## src/rtl/aes_byte_host.sv

```systemverilog
// Byte-serial host for the AES core: wide key/plaintext in, 16 bytes out MSB first, 16 bytes back, wide ciphertext out.
// Optional WAIT timeout compiled in with `define AES_HOST_TIMEOUT_EN (err tied low otherwise).
module aes_byte_host #(
  parameter int TIMEOUT_CYCLES = 1024
) (
  input  logic         clk,
  input  logic         rst,
  input  logic         start,
  input  logic [127:0] key_in,
  input  logic [127:0] data_in,
  output logic         busy,
  output logic         done,
  output logic [127:0] result_out,
  output logic         err,
  output logic         core_enable,
  output logic [7:0]   core_key_byte,
  output logic [7:0]   core_state_byte,
  input  logic         core_load,
  input  logic         core_ready,
  input  logic [7:0]   core_out_byte
);

  typedef enum logic [2:0] {IDLE, ARM, SEND, WAIT, COLLECT, DONE} state_t;

  state_t       state, state_next;
  logic [127:0] key_sr, data_sr, res_sr;
  logic [3:0]   cnt;
  logic         timeout;

`ifdef AES_HOST_TIMEOUT_EN
  localparam int TW = $clog2(TIMEOUT_CYCLES + 1);

  logic [TW-1:0] to_cnt;
  logic          err_q;

  // Counter is held at zero outside WAIT, so every WAIT entry starts a fresh window.
  always_ff @(posedge clk) begin
    if (rst) begin
      to_cnt <= '0;
      err_q  <= 1'b0;
    end else begin
      err_q  <= timeout;
      to_cnt <= (state == WAIT) ? to_cnt + 1'b1 : '0;
    end
  end

  assign timeout = (state == WAIT) && !core_ready && (to_cnt == TW'(TIMEOUT_CYCLES - 1));
  assign err     = err_q;
`else
  assign timeout = 1'b0;
  assign err     = 1'b0;
`endif

  // core_load is debug-only status; the parameter only matters with the timeout built in.
  logic unused_ok;
  assign unused_ok = &{1'b0, core_load, TIMEOUT_CYCLES[0]};

  always_ff @(posedge clk) begin
    if (rst) state <= IDLE;
    else     state <= state_next;
  end

  always_comb begin
    // NOTE: default assignment first so no path through the case leaves state_next unassigned (no latch).
    state_next = state;
    unique case (state)
      IDLE:    if (start) state_next = ARM;
      ARM:     state_next = SEND;
      SEND:    if (cnt == 4'd0) state_next = WAIT;
      WAIT: begin
        if (core_ready)   state_next = COLLECT;
        else if (timeout) state_next = IDLE;
      end
      COLLECT: if (core_ready && cnt == 4'd15) state_next = DONE;
      DONE:    state_next = IDLE;
      default: state_next = IDLE;
    endcase
  end

  // NOTE: outbound shift registers carry no reset; they are always loaded on start before use.
  always_ff @(posedge clk) begin
    if (state == IDLE && start) begin
      key_sr  <= key_in;
      data_sr <= data_in;
    end else if (state == SEND) begin
      key_sr  <= {key_sr[119:0], 8'h00};
      data_sr <= {data_sr[119:0], 8'h00};
    end
  end

  // cnt counts bytes left to send in SEND, then bytes already captured in COLLECT.
  always_ff @(posedge clk) begin
    if (rst) begin
      cnt        <= 4'd0;
      res_sr     <= '0;
      result_out <= '0;
    end else begin
      unique case (state)
        IDLE: if (start) cnt <= 4'd15;
        SEND: cnt <= cnt - 4'd1;
        WAIT: begin
          if (core_ready) begin
            res_sr <= {res_sr[119:0], core_out_byte};
            cnt    <= 4'd1;
          end
        end
        COLLECT: begin
          if (core_ready) begin
            res_sr <= {res_sr[119:0], core_out_byte};
            cnt    <= cnt + 4'd1;
            if (cnt == 4'd15) result_out <= {res_sr[119:0], core_out_byte};
          end
        end
        default: ;
      endcase
    end
  end

  assign busy            = (state != IDLE);
  assign done            = (state == DONE);
  assign core_enable     = (state == ARM) || (state == SEND) || (state == WAIT) || (state == COLLECT);
  assign core_key_byte   = (state == SEND) ? key_sr[127:120]  : 8'h00;
  assign core_state_byte = (state == SEND) ? data_sr[127:120] : 8'h00;

endmodule

```

## config.mk

```make
export PLATFORM = sky130hd
export DESIGN_NAME = aes_byte_host
export DESIGN_NICKNAME = d
export VERILOG_FILES = /design/src/rtl/aes_byte_host.sv
export SDC_FILE = /design/constraint.sdc
export NUM_CORES = 1
export LEC_CHECK = 0
export ABC_CLOCK_PERIOD_IN_PS = 7400
export CORE_ASPECT_RATIO = 0.7
export CORE_UTILIZATION = 30
export CTS_CLUSTER_SIZE = 28
export DETAILED_ROUTE_END_ITERATION = 12
export PLACE_DENSITY_LB_ADDON = 0.2
export SETUP_SLACK_MARGIN = 0.02
export SLEW_MARGIN = 20
export SYNTH_ARGS = -nofsm -noshare
export SYNTH_HDL_FRONTEND = slang
export SYNTH_SLANG_ARGS = --single-unit
```

## constraint.sdc

```tcl
create_clock -name clk -period 7.4 [get_ports clk]
set_input_delay 1.48 -clock clk [delete_from_list [all_inputs] [get_ports clk]]
set_output_delay 1.48 -clock clk [all_outputs]
set_load 0.02 [all_outputs]
```

# ---- Word level (Yosys, flattened, before mapping)
# Index checks and enable logic that the tools add are counted.
dict set report totals {
  regBits 511
  latchBits 0
  ram_bits 0
  romBits 0
  input_bits 269
  output_inout_bits 148
  wordCells 49
  memories 0
}
dict set report classes {
  add_sub_neg 2
  multipliers 0
  n_div 0
  n_lt_le_gt_ge 0
  eq_ne 11
  shifts 0
  n_mux 15
  bitwise_logic 0
  reduce_logical 15
}
# operator count
set op_table {}
lappend op_table {{$mux W128} 4}
lappend op_table {{$mux W8} 2}
lappend op_table {{$pmux W4 S4} 1}
lappend op_table {{$pmux W3 S5} 1}
lappend op_table {{$mux W3} 4}
lappend op_table {{$mux W4} 3}
lappend op_table {{$ne A2 B2 Y1 const B} 5}
lappend op_table {{$reduce_and A4 Y1} 2}
lappend op_table {{$eq A3 B2 Y1 const B} 2}
lappend op_table {{$eq A3 B3 Y1 const B} 2}
lappend op_table {{$add A4 B1 Y4 const B} 1}
lappend op_table {{$eq A4 B4 Y1 const B} 1}
lappend op_table {{$logic_not A4 Y1} 1}
lappend op_table {{$reduce_bool A4 Y1} 1}
lappend op_table {{$sub A4 B1 Y4 const B} 1}
lappend op_table {{$eq A3 B1 Y1 const B} 1}
lappend op_table {{$logic_not A3 Y1} 1}
lappend op_table {{$logic_or A1 B1 Y1} 3}
lappend op_table {{$reduce_and A3 Y1} 1}
lappend op_table {{$reduce_bool A3 Y1} 1}
lappend op_table {{$logic_and A1 B1 Y1} 2}
lappend op_table {{$reduce_and A2 Y1} 1}
lappend op_table {{$reduce_bool A2 Y1} 1}
lappend op_table {{$reduce_or A2 Y1} 1}

# ---- Longest topological paths before layout
# Gate-level depths: netlist of run 1.
dict set report logic_depth {
  ltp_word 4
  mapped_depth 8
  ltp_nobuf 7
}

# ---- Worst setup path before layout of run 1
# OpenSTA, ideal clock, no wires.
dict set report synth_timing {
  path_kind {in2reg}
  from {input port start}
  to {register data_sr[0], enable pin}
  setup_time_ns 0.511
  arrival_ns 5.396
  required_ns 6.889
  path_slack_ns 1.493
  stages 4
  n_path_buf 2
  cell_sequence {nor4b_2 > buf_2 > buf_2 > or2_2}
}
dict set report synth_between {
  elab_chain_cells 2
}
# element line
set synth_rtl {}
lappend synth_rtl {{start: declaration} 8} ;# input logic start,
lappend synth_rtl {{$logic_and A1 B1 Y1} 82} ;# if (state == IDLE && start) begin
lappend synth_rtl {{$reduce_bool A2 Y1 (no line)} --}
lappend synth_rtl {{end signal: assignment} 84} ;# data_sr <= data_in;
lappend synth_rtl {{end signal: assignment} 87} ;# data_sr <= {data_sr[119:0], 8'h00};
lappend synth_rtl {{end: declaration} 26} ;# logic [127:0] key_sr, data_sr, res_sr;
# Every way passes these cells.
# A chain may end at the register's enable or synchronous reset.

# ---- Final worst setup path of run 1
dict set report layout_timing {
  from {register state[1]}
  to {output port core_key_byte[7]}
}
dict set report layout_between {
  elab_chain_cells 2
}
# element line
set layout_rtl {}
lappend layout_rtl {{start: declaration} 25} ;# state_t state, state_next;
lappend layout_rtl {{start signal: assignment} 60} ;# else state <= state_next;
lappend layout_rtl {{$eq A3 B2 Y1} 122} ;# assign core_key_byte = (state == SEND) ? key_sr[127:120] : 8'h00;
lappend layout_rtl {{$mux W8} 122}
lappend layout_rtl {{end: declaration} 16} ;# output logic [7:0] core_key_byte,
# Every way passes these cells.

==> summary.md, run 1 <==
| Metric | Value |
|---|---|
| Number of global-route vias before repair | `12691` |
| TNS Setup | `0 ns` |
| Ys async rst share | `0%` |
| Fin area | `26520 sq um` |
| CP Capture Type | `primary output` |
| Tot Pwr | `8.889 mW` |
| Post-CTS sizing | `0` |
| Top cells by area, synth | `edfxtp_1 (39%), dfxtp_1 (26%), mux2_2 (14%), mux2i_1 (6.0%), nand2_1 (4.9%)` |
| Final setup vio count | `0` |
| Cell taking the most area after synthesis | `edfxtp_1` |
| Total GRT Usage | `14.39%` |
| Buffers on Ports | `414` |
| Highest Signal Layer | `met5` |
| Met1 wire length | `22680 um` |
| Placed inst area | `24810 sq um` |
| RR Startpoint | `state[1]` |
| Largest net degree at the start of global routing | `210` |
| RSZ-0062 raised after global routing | `false` |
| Total Wirelength | `49750 um` |
| Seq/Total Area, Yosys | `64.42%` |
| Worst setup SP type | `flop` |
| Actual slew at the worst max-slew pin | `1.101 ns` |
| CTS tree | `yes` |
| Mapped Nets | `1847` |
| YS warnings | `0` |
| Num ports | `417` |
| Setup CP Type | `reg -> out` |
| Initial drt markers | `736` |
| Post-layout util | `40.73%` |
| Max-slew headroom | `26.62%` |
| Post-DP HPWL | `32380 um` |
| Via density | `4.447` |
| CTS Sinks | `511` |
| Pwr/cell area | `335.2 nW/um^2` |
| Post-Syn Area | `19860 sq um` |
| Crit path DAT | `2.91 ns` |
| DR vias | `12781` |
| # Post-CTS Setup Buffers | `0` |
| F_max | `227.9 MHz` |
| Number of max-slew violations in the final report | `0` |
| Total grt overflow | `0` |
| Final hold vios | `0` |
| Primary FF master, synth | `edfxtp_1` |
| Clk Latency, worst-skew pair | `0.60 ns` |
| # H-tree levels | `2` |
| WL met3 | `3452 um` |
| Hold Path Cell Cnt | `2` |
| Synth cell types | `40` |
| Die ar. | `67240 sq um` |
| Minimum clock period | `4.388 ns` |
| Root Driver | `clkbuf_16` |
| Fin crit share | `59.30%` |
| Initial antenna violation count | `6` |
| Clk slew on worst S/H paths | `0.06 ns` |
| R2r setup slk | `4.04 ns` |
| Synth top cells by count | `nand2_1 (261), edfxtp_1 (256), dfxtp_1 (255)` |
| Worst vdd ir | `187.5 uV` |
| Post-route ant nets | `0` |
| Syn Inst Count | `1575` |
| Number of detailed-route iterations in the first pass | `4` |
| Num CTS Buffers | `53` |
| First-pass GRT wire length | `74970 um` |
| #FFs+latches synth | `511` |
| Die span in y | `217.3 um` |
| Worst R2R End | `key_sr[105]` |
| Area Growth Syn to Fin | `33.53%` |
| Die width | `309.5 um` |
| Number of flops mapped to enable cells by yosys | `256` |
| Worst-path fanout max | `16` |
| Filler instances | `6178` |
| Max-capacitance violation count | `0` |
| Metal2 WL | `22520 um` |
| Min-delay src | `result_out[90]` |
| Leakage | `9.744 nW` |
| Initial core utilization | `30.50%` |
| Mean Syn Cell Area | `12.61 sq um` |
| Status | `completed` |
| Share of cells above drive strength 1 | `16.67%` |
| CP Data Required Time | `5.92 ns` |
| Worst r2r path cells | `4` |
| FP Rows | `78` |
| Yosys top cell area share | `38.71%` |
| Clock buffer depth | `3` |
| Hold Path End | `result_out[90]` |
| Residual DRC count | `0` |
| Hold-fix buffers, CTS | `0` |
| GPL Wtd Cong | `0.7601` |
| Most common cell in the synthesized netlist | `nand2_1` |
| Drt wl/cell | `17.31 um` |
| Core Footprint | `65090 sq um` |
| Worst Hold Class | `reg -> reg` |
| Clock Skews | `0.02426 ns` |
| Nets@finish | `2224` |
==> final cells by class <==
cell class	instances	area [sq um]	share of cell area, %
antenna	2	5.005	0.01888
multi-input combinational	959	6616	24.95
timing repair buffer	425	4293	16.19
tap	880	1101	4.153
clock inverter	15	180.2	0.6795
inverter	2	7.507	0.02831
sequential	511	12790	48.24
clock buffer	80	1520	5.733
==> critical path, cell delays in order (launching register included) <==
cell,delay [ns]
dfxtp_1,0.67
nor3b_2,0.53
buf_4,0.31
and2_1,0.15
clkdlybuf4s50_1,0.66
==> worst max path at each step <==
stage,from,to,cells past startpoint
6_report,state[1],core_key_byte[7],4
5_1_grt,state[1],core_key_byte[7],4
3_5_place_dp,start,data_sr[20],5
3_3_place_gp,start,data_sr[59],5
2_1_floorplan,start,data_sr[0],4
4_1_cts,state[1],core_key_byte[1],4
==> kinds of logic after synthesis <==
| family | count (synthesis) | share of synthesized area [%] |
|---|---|---|
| DFF | 511 | 64.42 |
| and+or+nand+nor | 447 | 9.414 |
| muxes | 360 | 19.66 |
| AOI/OAI and AO/OA | 146 | 3.749 |
| buffers and inverters | 105 | 2.420 |
| adders and majority gates | 3 | 0.2268 |
| xor gates and xnor gates | 2 | 0.08823 |
| other | 1 | 0.01889 |
==> through the flow <==
step	hold WS [ns]	instances	setup slack, ns
after floorplan	0.4315	1575	1.493
after global placement	0.4438	2777	2.998
after detailed placement	0.4453	2777	2.981
after CTS	0.4539	2872	2.855
after global routing	0.4711	2874	2.769
final	0.4508	2874	3.012
==> cell usage in the layout (no fill, tap or decap), drive strengths merged, types with 2 or more instances in the layout <==
master | netlist | layout
nor3b | 2 | 2
bufinv | 0 | 4
a21oi | 135 | 135
and2 | 32 | 32
dfxtp | 255 | 255
clkinv | 0 | 8
o21ai | 4 | 4
a31oi | 3 | 3
xnor2 | 2 | 2
nand3 | 6 | 6
edfxtp | 256 | 256
nor4 | 2 | 2
or3 | 3 | 3
ha | 2 | 2
buf | 67 | 11
clkinvlp | 0 | 2
diode | 0 | 2
nand2 | 261 | 261
mux2i | 120 | 120
clkbuf | 36 | 81
or4 | 2 | 2
and3b | 4 | 4
mux2 | 240 | 240
nor2 | 124 | 124
inv | 2 | 3
nor3 | 2 | 2
clkdlybuf4s50 | 0 | 413
nand2b | 2 | 2
==> metal layers <==
layer  vias to the layer above  GRT usage (%)
met2                       276          22.11
met5                         -              0
met4                         8          4.538
met1                      6121          19.23
met3                        78          4.489
li1                       6298              -
==> registers in the layout, indices dropped and copies added, names as in the netlist <==
name        flops
key_sr        128
res_sr        120
result_out    128
state           3
data_sr       128
cnt             4
==> report_power, final <==
group          internal, mW  total (mW)  leakage (nW)  switching, mW
clock                  1.55        2.66         0.823           1.11
combinational         0.965        1.85          4.40          0.882
sequential             4.15        4.38          4.53          0.234
total                  6.66        8.89          9.74           2.23
Note: power is estimated with default switching activity, not from simulation.
==> inputs of run 2 (changes only) <==
ABC_CLOCK_PERIOD_IN_PS = 4300   (was 7400)
clock period = 4.3 ns   (was 7.4 ns; I/O delays follow)
==> summary.md, run 2 (synthesis results as in run 1) <==
| Metric | Value |
|---|---|
| Num ports | `417` |
| Number of global-route vias before repair | `12741` |
| DR vias | `12751` |
| Worst path slowest cell | `nor3b_4` |
| Max-capacitance violation count | `0` |
| Total GRT Usage | `14.33%` |
| CP Data Required Time | `3.44 ns` |
| Pwr/cell area | `581.1 nW/um^2` |
| Die width | `309.5 um` |
| Via density | `4.406` |
| Largest net degree at the start of global routing | `111` |
| Final setup vio count | `0` |
| CTS Sinks | `511` |
| TNS Setup | `0 ns` |
| Total Wirelength | `49330 um` |
| Number of max-slew violations in the final report | `0` |
| Root Driver | `clkbuf_16` |
| Crit path DAT | `2.98 ns` |
| Die ar. | `67240 sq um` |
| CP top delay family | `simple AND/OR/NAND/NOR gates` |
| Residual DRC count | `0` |
| Critical Path Max Stage Delay | `0.82 ns` |
| Filler instances | `6170` |
| Area Growth Syn to Fin | `35.18%` |
| Share of cells above drive strength 1 | `18.00%` |
| Post-CTS sizing | `0` |
| Clk Latency, worst-skew pair | `0.60 ns` |
| Post-DP HPWL | `33780 um` |
| # H-tree levels | `2` |
| Die span in y | `217.3 um` |
| Num CTS Buffers | `53` |
| Fin area | `26840 sq um` |
| Status | `completed` |
| Setup CP Type | `reg -> out` |
| Max-slew headroom | `42.01%` |
| Placed inst area | `25000 sq um` |
| First-pass GRT wire length | `74680 um` |
| GPL Wtd Cong | `0.7724` |
| Drt wl/cell | `17.04 um` |
| Actual slew at the worst max-slew pin | `0.8689 ns` |
| Most common cell after layout, fill and taps aside | `clkdlybuf4s50_1` |
| Total grt overflow | `0` |
| Clock Skews | `0.01744 ns` |
| Routing usage on met2 | `22.25%` |
| Leakage | `9.927 nW` |
| Initial drt markers | `778` |
| Clk slew on worst S/H paths | `0.06 ns` |
| Final hold vios | `0` |
| FP Rows | `78` |
| Worst Hold Class | `reg -> reg` |
| CTS tree | `yes` |
| Worst vdd ir | `419.6 uV` |
| Crit-path cells | `nor3b_4 -> and2_1 -> clkdlybuf4s50_1` |
| Met1 GRT Util | `19.33%` |
| Buffers on Ports | `414` |
| CP Capture Type | `primary output` |
| Met3 usage in global routing | `3.915%` |
| Worst-path fanout max | `19` |
| Initial antenna violation count | `5` |
| Post-route ant nets | `0` |
| Worst setup SP type | `flop` |
| Clock buffer depth | `3` |
| Most frequent cells in the layout | `clkdlybuf4s50_1 (413), nand2_1 (261), edfxtp_1 (256), dfxtp_1 (255), mux2_2 (240)` |
| Core Footprint | `65090 sq um` |
| Initial core utilization | `30.50%` |
| Number of detailed-route iterations in the first pass | `4` |
| # Post-CTS Setup Buffers | `0` |
| Hold-fix buffers, CTS | `0` |
| Fin crit share | `89.32%` |
| Nets@finish | `2240` |
| Minimum clock period | `3.841 ns` |
| Bufs and invs on worst path | `1` |
| Global routing's busiest layer | `met2` |
| RSZ-0062 raised after global routing | `false` |
| F_max | `260.4 MHz` |
| Biggest regs | `data_sr: 128 flops, key_sr: 128 flops, result_out: 128 flops` |
run 2: metal layers:
layer	vias to the layer above	wire [um]
met5	-	9
met3	63	3022
met4	2	904
met2	243	22760
li1	6340	-
met1	6103	22630
run 2: worst paths after layout:
check                       start          endpoint  slack [ns]  cells after the start
hold reg to reg   result_out[107]   result_out[107]        0.45                      2
setup reg to reg         state[1]         key_sr[0]        1.49                      3
hold / removal    result_out[107]   result_out[107]        0.45                      2
setup / recovery         state[1]  core_key_byte[1]        0.46                      3
run 2: cell type report:
cell class,count,area [sq um],share of cell area (%)
sequential,511,12790,47.66
clock inverter,23,284.0,1.058
multi-input combinational,959,6623,24.67
inverter,2,7.507,0.02797
tap,880,1101,4.102
clock buffer,75,1551,5.780
antenna,3,7.507,0.02797
timing repair buffer,441,4476,16.67
run 2: worst min-delay path, delay by kind of cell, from the launching register on:
kind,cells,cell delay [ns]
AO/OA/AOI/OAI,1,0.05
flip-flops,1,0.31
AND/OR/NAND/NOR,1,0.05
run 2: through the flow:
| stage | hold slack (ns) | cells | utilization (%) | setup slack (ns) | power, mW |
|---|---|---|---|---|---|
| after floorplan | 0.4315 | 1575 | - | 0.3063 | 9.867 |
| after global placement | 0.4441 | 2793 | 38.40 | 1.013 | 10.86 |
| after detailed placement | 0.4475 | 2793 | 38.40 | 0.9839 | 10.94 |
| after CTS | 0.4559 | 2891 | 41.22 | 0.3187 | 15.85 |
| after global routing | 0.4699 | 2894 | 41.24 | 0.1875 | 16.41 |
| final | 0.4525 | 2894 | 41.24 | 0.4592 | 15.60 |
run 2: power breakdown:
group / switching [mW] / total [mW] / internal [mW]
clock network: 1.94 / 4.82 / 2.88
logic: 1.52 / 3.26 / 1.73
registers: 0.407 / 7.52 / 7.12
total: 3.87 / 15.6 / 11.7
